`src/rtl/i2c_sensor_master_if.sv`:
```
// Controller request/response and open-drain pad signals of the single-byte I2C sensor master.
interface i2c_sensor_master_if;
  logic       start;
  logic       mode;
  logic [6:0] sensorAddr;
  logic [7:0] writeVal;
  logic [7:0] readVal;
  logic       dataRdy;
  logic       busy;
  logic       ack_err;
  logic       scl;
  logic       sda_oe;
  logic       sda_in;

  modport master (
    input  start, mode, sensorAddr, writeVal, sda_in,
    output readVal, dataRdy, busy, ack_err, scl, sda_oe
  );

  modport slave (
    output start, mode, sensorAddr, writeVal, sda_in,
    input  readVal, dataRdy, busy, ack_err, scl, sda_oe
  );
endinterface

```
`src/rtl/i2c_sensor_master.sv`:
```
// Single-byte I2C master: one address byte, then one data byte written or read, quarter-bit timed.
// SCL and SDA enable are computed from the next state and registered, so the pads never glitch.
module i2c_sensor_master #(
  parameter int CLK_DIV = 4
) (
  input  logic                       clock,
  input  logic                       rst_n,
  i2c_sensor_master_if.master        bus
);

  typedef enum logic [3:0] {
    IDLE, START, ADDR, ACK1, WDATA, RDATA, ACK2, STOP, DONE
  } state_t;

  localparam logic [7:0] DIV_MAX = 8'(CLK_DIV - 1);

  state_t     state, state_d;
  logic [7:0] div_cnt, div_d;
  logic [1:0] quarter, quarter_d;
  logic [2:0] bit_cnt, bit_d;
  logic [7:0] addr_byte;   // {sensorAddr, mode}; bit 0 doubles as the latched direction
  logic [7:0] wdata;
  logic [7:0] shift;
  logic       scl_d, sda_oe_d;
  logic       quarter_tick, bit_end, sample_pt;

  assign quarter_tick = (div_cnt == DIV_MAX);
  assign bit_end      = quarter_tick && (quarter == 2'd3);
  assign sample_pt    = quarter_tick && (quarter == 2'd2);

  // NOTE: sequential state uses non-blocking assignments so every register sees pre-edge values.
  always_ff @(posedge clock or negedge rst_n) begin
    if (!rst_n) begin
      state   <= IDLE;
      div_cnt <= '0;
      quarter <= '0;
      bit_cnt <= '0;
    end else begin
      state   <= state_d;
      div_cnt <= div_d;
      quarter <= quarter_d;
      bit_cnt <= bit_d;
    end
  end

  // NOTE: every combinational output is defaulted first, so no path can infer a latch.
  always_comb begin
    state_d   = state;
    div_d     = div_cnt;
    quarter_d = quarter;
    bit_d     = bit_cnt;
    case (state)
      IDLE: begin
        if (bus.start) begin
          state_d   = START;
          div_d     = '0;
          quarter_d = '0;
        end
      end
      DONE: state_d = IDLE;
      default: begin
        if (quarter_tick) begin
          div_d     = '0;
          quarter_d = quarter + 2'd1;
        end else begin
          div_d = div_cnt + 8'd1;
        end
        if (bit_end) begin
          case (state)
            START: begin
              state_d = ADDR;
              bit_d   = 3'd7;
            end
            ADDR: begin
              if (bit_cnt == 3'd0) state_d = ACK1;
              else                 bit_d   = bit_cnt - 3'd1;
            end
            ACK1: begin
              // ack_err was set at the q2 sample of this slot on a NACK
              if (ack_err_q()) begin
                state_d = STOP;
              end else begin
                state_d = addr_byte[0] ? RDATA : WDATA;
                bit_d   = 3'd7;
              end
            end
            WDATA, RDATA: begin
              if (bit_cnt == 3'd0) state_d = ACK2;
              else                 bit_d   = bit_cnt - 3'd1;
            end
            ACK2:    state_d = STOP;
            STOP:    state_d = DONE;
            default: state_d = IDLE;
          endcase
        end
      end
    endcase
  end

  function automatic logic ack_err_q();
    return bus.ack_err;
  endfunction

  // Pad levels for the cycle we are about to enter.
  always_comb begin
    scl_d    = 1'b1;
    sda_oe_d = 1'b0;
    case (state_d)
      START: begin
        scl_d    = ~quarter_d[1];
        sda_oe_d = (quarter_d != 2'd0);
      end
      ADDR: begin
        scl_d    = quarter_d[0] ^ quarter_d[1];
        sda_oe_d = ~addr_byte[bit_d];
      end
      WDATA: begin
        scl_d    = quarter_d[0] ^ quarter_d[1];
        sda_oe_d = ~wdata[bit_d];
      end
      ACK1, RDATA, ACK2: begin
        scl_d    = quarter_d[0] ^ quarter_d[1];
        sda_oe_d = 1'b0;
      end
      STOP: begin
        scl_d    = (quarter_d != 2'd0);
        sda_oe_d = ~quarter_d[1];
      end
      default: begin
        scl_d    = 1'b1;
        sda_oe_d = 1'b0;
      end
    endcase
  end

  // NOTE: the latched request and shift register are reset too; they are a few flops, not a memory.
  always_ff @(posedge clock or negedge rst_n) begin
    if (!rst_n) begin
      bus.scl     <= 1'b1;
      bus.sda_oe  <= 1'b0;
      bus.busy    <= 1'b0;
      bus.dataRdy <= 1'b0;
      bus.ack_err <= 1'b0;
      bus.readVal <= 8'h00;
      addr_byte   <= 8'h00;
      wdata       <= 8'h00;
      shift       <= 8'h00;
    end else begin
      bus.scl     <= scl_d;
      bus.sda_oe  <= sda_oe_d;
      bus.busy    <= (state_d != IDLE);
      bus.dataRdy <= (state_d == DONE);
      if (state == IDLE && bus.start) begin
        addr_byte   <= {bus.sensorAddr, bus.mode};
        wdata       <= bus.writeVal;
        bus.ack_err <= 1'b0;
      end
      if (sample_pt) begin
        case (state)
          ACK1:    if (bus.sda_in) bus.ack_err <= 1'b1;
          ACK2:    if (!addr_byte[0] && bus.sda_in) bus.ack_err <= 1'b1;
          RDATA:   shift <= {shift[6:0], bus.sda_in};
          default: ;
        endcase
      end
      if (state == STOP && state_d == DONE && addr_byte[0] && !bus.ack_err) begin
        bus.readVal <= shift;
      end
    end
  end

endmodule

```
`src/flat_wrapper.sv`:
```
// flat-port wrapper written by rule: the top's interface ports become plain ports
module i2c_sensor_master_flat 
#(
  parameter int CLK_DIV = 4
)
  (clock, rst_n, bus_start, bus_mode, bus_sensorAddr, bus_writeVal, bus_sda_in, bus_readVal, bus_dataRdy, bus_busy, bus_ack_err, bus_scl, bus_sda_oe);
  i2c_sensor_master_if bus_i ();
  input  logic clock;
  input  logic rst_n;
  input wire logic [$bits(bus_i.start)-1:0] bus_start;
  input wire logic [$bits(bus_i.mode)-1:0] bus_mode;
  input wire logic [$bits(bus_i.sensorAddr)-1:0] bus_sensorAddr;
  input wire logic [$bits(bus_i.writeVal)-1:0] bus_writeVal;
  input wire logic [$bits(bus_i.sda_in)-1:0] bus_sda_in;
  output wire logic [$bits(bus_i.readVal)-1:0] bus_readVal;
  output wire logic [$bits(bus_i.dataRdy)-1:0] bus_dataRdy;
  output wire logic [$bits(bus_i.busy)-1:0] bus_busy;
  output wire logic [$bits(bus_i.ack_err)-1:0] bus_ack_err;
  output wire logic [$bits(bus_i.scl)-1:0] bus_scl;
  output wire logic [$bits(bus_i.sda_oe)-1:0] bus_sda_oe;
  assign bus_i.start = bus_start;
  assign bus_i.mode = bus_mode;
  assign bus_i.sensorAddr = bus_sensorAddr;
  assign bus_i.writeVal = bus_writeVal;
  assign bus_i.sda_in = bus_sda_in;
  assign bus_readVal = bus_i.readVal;
  assign bus_dataRdy = bus_i.dataRdy;
  assign bus_busy = bus_i.busy;
  assign bus_ack_err = bus_i.ack_err;
  assign bus_scl = bus_i.scl;
  assign bus_sda_oe = bus_i.sda_oe;
  i2c_sensor_master #(.CLK_DIV(CLK_DIV)) u_core (.clock(clock), .rst_n(rst_n), .bus(bus_i));
endmodule
```
`config.mk`:
```
export PLATFORM = sky130hd
export DESIGN_NAME = i2c_sensor_master_flat
export DESIGN_NICKNAME = d
export VERILOG_FILES = /design/src/rtl/i2c_sensor_master_if.sv /design/src/rtl/i2c_sensor_master.sv /design/src/flat_wrapper.sv
export SDC_FILE = /design/constraint.sdc
export NUM_CORES = 1
export LEC_CHECK = 0
export ABC_AREA = 1
export CAP_MARGIN = 0
export CORE_UTILIZATION = 55
export CTS_CLUSTER_DIAMETER = 100
export DETAILED_ROUTE_END_ITERATION = 7
export GPL_TIMING_DRIVEN = 0
export PLACE_DENSITY_LB_ADDON = 0.15
export SLEW_MARGIN = 20
export SYNTH_ARGS = -nofsm -noshare
export SYNTH_HDL_FRONTEND = slang
export SYNTH_SLANG_ARGS = --single-unit
```
`constraint.sdc`:
```
create_clock -name clock -period 5 [get_ports clock]
set_input_delay 1 -clock clock [delete_from_list [all_inputs] [get_ports clock]]
set_output_delay 1 -clock clock [all_outputs]
set_load 0.02 [all_outputs]
```
==> metrics.cfg <==
[hold_path]
min_from=u_core.wdata[1]
hp-class=flop to flop

[power]
powerDensity_nw_per_um2=225
power_switching_uw=151
sequentialPowerShare=0.584
p_clk_frac=0.384
swShare=0.201
p_comb_frac=0.032
internal-power_uw=597
power.leakage_uw=0.00159
max-vdd-ir-drop_mv=0.137
finalPower_uw=748

[logic_synthesis]
synthesis.nets=378
yosysUniqueCellTypes=33
yosysSeqAreaShare=0.481
synthCells=352
ys_ff_latch=54
yosys_warnings=0
synth_area_per_cell_um2=7.99
syn-cell-area_um2=2810

[cts]
cts.clk_slew.worst_paths_ps=90
cts-htree-levels=2
cts_root_buffer=clkbuf_8
cts_buffers=5
numClockSinks=54
cts_resized=0
hold_buffers=0
cts_tree=yes
clockBufferDepth=2
post_cts_buffers=0
clk_latency_ps=300

[detailed_routing]
num_vias=2367
wl_per_cell_um=12.3
detail_route.vias_per_cell=5.16
drcViolationCount=0
dr.pass1.iters=4
first_iter_violations=113
antenna_left=0
routed_wl_mm=5.67

[cells_and_area]
n_fill_cell=424
num_antenna_cells=0
final_nets=417
syn_to_final_growth_pct=18.1
final_util=0.690
drive_above_1_share=0.0918

[grt]
grt_pass1_wl_mm=9.65
grt_use_total=0.234
use_met3=0.0384
grt_max_degree=55
grt-busiest-layer=met2
grt_pass1_vias=2221
antenna_found_initial=0
groute.layer.met2.usage=0.416
grtUsageMet1=0.285
gr-total-overflow=0

[floorplanning]
ios=33
die_w_um=73.5
core-area_um2=4820
fp.dieH_um=73.5
die_area_um2=5410
rows=25
initial_core_util=0.584

[sta]
hold_viol=0
slew_headroom=0.554
fmax_mhz=369
setup_tns_ps=0
clock-skew-final_ps=2.85
rsz0062_at_grt=false
maxSlewViolCount=0
finalCriticalPeriod_ps=2710
worstMarginPinSlew_ps=669
finalSetupViolCount=0
finalCritPeriodShare=0.542

[worst_setup_path]
cp-end-kind=flop
cp.required_ps=5240
setup.worst_path.start_class=input pin
worstReg2RegStart=u_core.state[2]
path_class=input pin to flop
crit_path_start=bus_start
arrival_ps=2950
cp_max_fo=10

[run]
maxCapViolations=0

[placement]
numPortBuffers=32
gp_congestion=0.905
hpwl_mm=4.17

[outcome]
outcome=finished, final reports clean

==> Yosys cell counts, drive strengths merged <==
master | n | area, um2
o21ai | 33 | 180
a31oi | 1 | 6.26
o21bai | 1 | 7.51
nand2 | 114 | 458
o211ai | 1 | 12.5
clkbuf | 4 | 15.0
inv | 44 | 165
dfrtp | 53 | 1330
nand4 | 5 | 52.6
mux2 | 1 | 11.3
o32ai | 1 | 8.76
ha | 6 | 75.1
a21oi | 3 | 15.0
dfstp | 1 | 26.3
nor2 | 22 | 114
nor3 | 9 | 45.0
clkinv | 2 | 8.75
nand3 | 42 | 220
o22ai | 5 | 31.3
xor2 | 4 | 35.0
==> power by group through the flow <==
stage / Combinational (uW) / Sequential [uW] / Clock [uW]
2_1_floorplan: 0.790 / 446 / 0
3_3_place_gp: 24.7 / 446 / 0
3_5_place_dp: 24.6 / 446 / 0
4_1_cts: 24.6 / 437 / 295
5_1_grt: 26.8 / 437 / 307
6_report: 23.9 / 437 / 287
==> final cells by class <==
class | instances | area (um2) | share of cell area
plain buffers | 4 | 15.0 | 0.00452
multi-input cells | 248 | 1270 | 0.383
clock inverters | 3 | 40.0 | 0.0120
repair buffers | 32 | 318 | 0.0956
well taps | 67 | 83.8 | 0.0252
inverters | 46 | 174 | 0.0523
flip-flops and latches | 54 | 1350 | 0.407
clock buffers | 5 | 68.8 | 0.0207
==> critical path, cell delays in order <==
cell and delay, ps:
clkdlybuf4s50_1 440, nand2_2 210, clkinv_1 290, o21ai_0 210, o21ai_0 160, ha_1 260, nor3_1 180, nor2_1 70
nand3_1 100
==> state kept, by name, indices dropped and copies added (netlist names) <==
signal	flops
u_core.bus.readVal	8
u_core.div_cnt	8
u_core.bus.busy	1
u_core.bit_cnt	3
u_core.addr_byte	8
u_core.state	4
u_core.bus.dataRdy	1
u_core.bus.scl	1
u_core.bus.ack_err	1
u_core.quarter	2
u_core.bus.sda_oe	1
u_core.wdata	8
u_core.shift	8
==> placed cells by master, fill, tap and decap left out, types with 6 or more instances in the layout <==
| master | Yosys | layout |
|---|---|---|
| nand2_2 | 6 | 6 |
| nand2_1 | 106 | 106 |
| clkdlybuf4s50_1 | 0 | 31 |
| nor2_1 | 17 | 17 |
| nand3_1 | 40 | 40 |
| o21ai_0 | 25 | 25 |
| o21ai_1 | 6 | 6 |
| nor3_1 | 9 | 9 |
| dfrtp_1 | 53 | 53 |
| ha_1 | 6 | 6 |
| inv_1 | 40 | 40 |
==> per-stage QoR <==
step | instance area [um2] | hold WS (ps) | cells | setup WS, ps
floorplan | 2810 | 449 | 352 | 2830
global placement | 3220 | 464 | 451 | 1320
detailed placement | 3220 | 468 | 451 | 1970
CTS | 3320 | 493 | 459 | 2290
global route | 3320 | 516 | 459 | 2120
finish | 3320 | 488 | 459 | 2290
==> logic make-up after synthesis <==
group                    count (synthesis)  share of synthesized area
AO/OA/AOI/OAI                           45                     0.0929
XOR/XNOR                                 4                     0.0124
adder cells (fa/ha/maj)                  6                     0.0267
buffers and inverters                   50                     0.0671
flip-flops                              54                      0.481
multiplexers                             1                    0.00400
AND/OR/NAND/NOR                        192                      0.316
==> layer usage <==
| layer | up-vias | wire length [um] |
|---|---|---|
| met5 | - | 0 |
| met4 | 0 | 81 |
| met3 | 9 | 158 |
| met2 | 41 | 2870 |
| met1 | 1105 | 2560 |
| li1 | 1212 | - |
==> path summary, 6_finish.rpt <==
check	cells after the start	endpoint	slack (ps)
hold / removal	2	u_core.wdata[1]	490
setup / recovery	9	u_core.bus.sda_oe	2290
setup reg to reg	11	u_core.bus.sda_oe	2680
min in group asynchronous	1	u_core.div_cnt[5]	700
max in group asynchronous	1	u_core.bit_cnt[2]	3830
hold reg to reg	2	u_core.wdata[1]	490
Power figures use the tool's default switching activity.
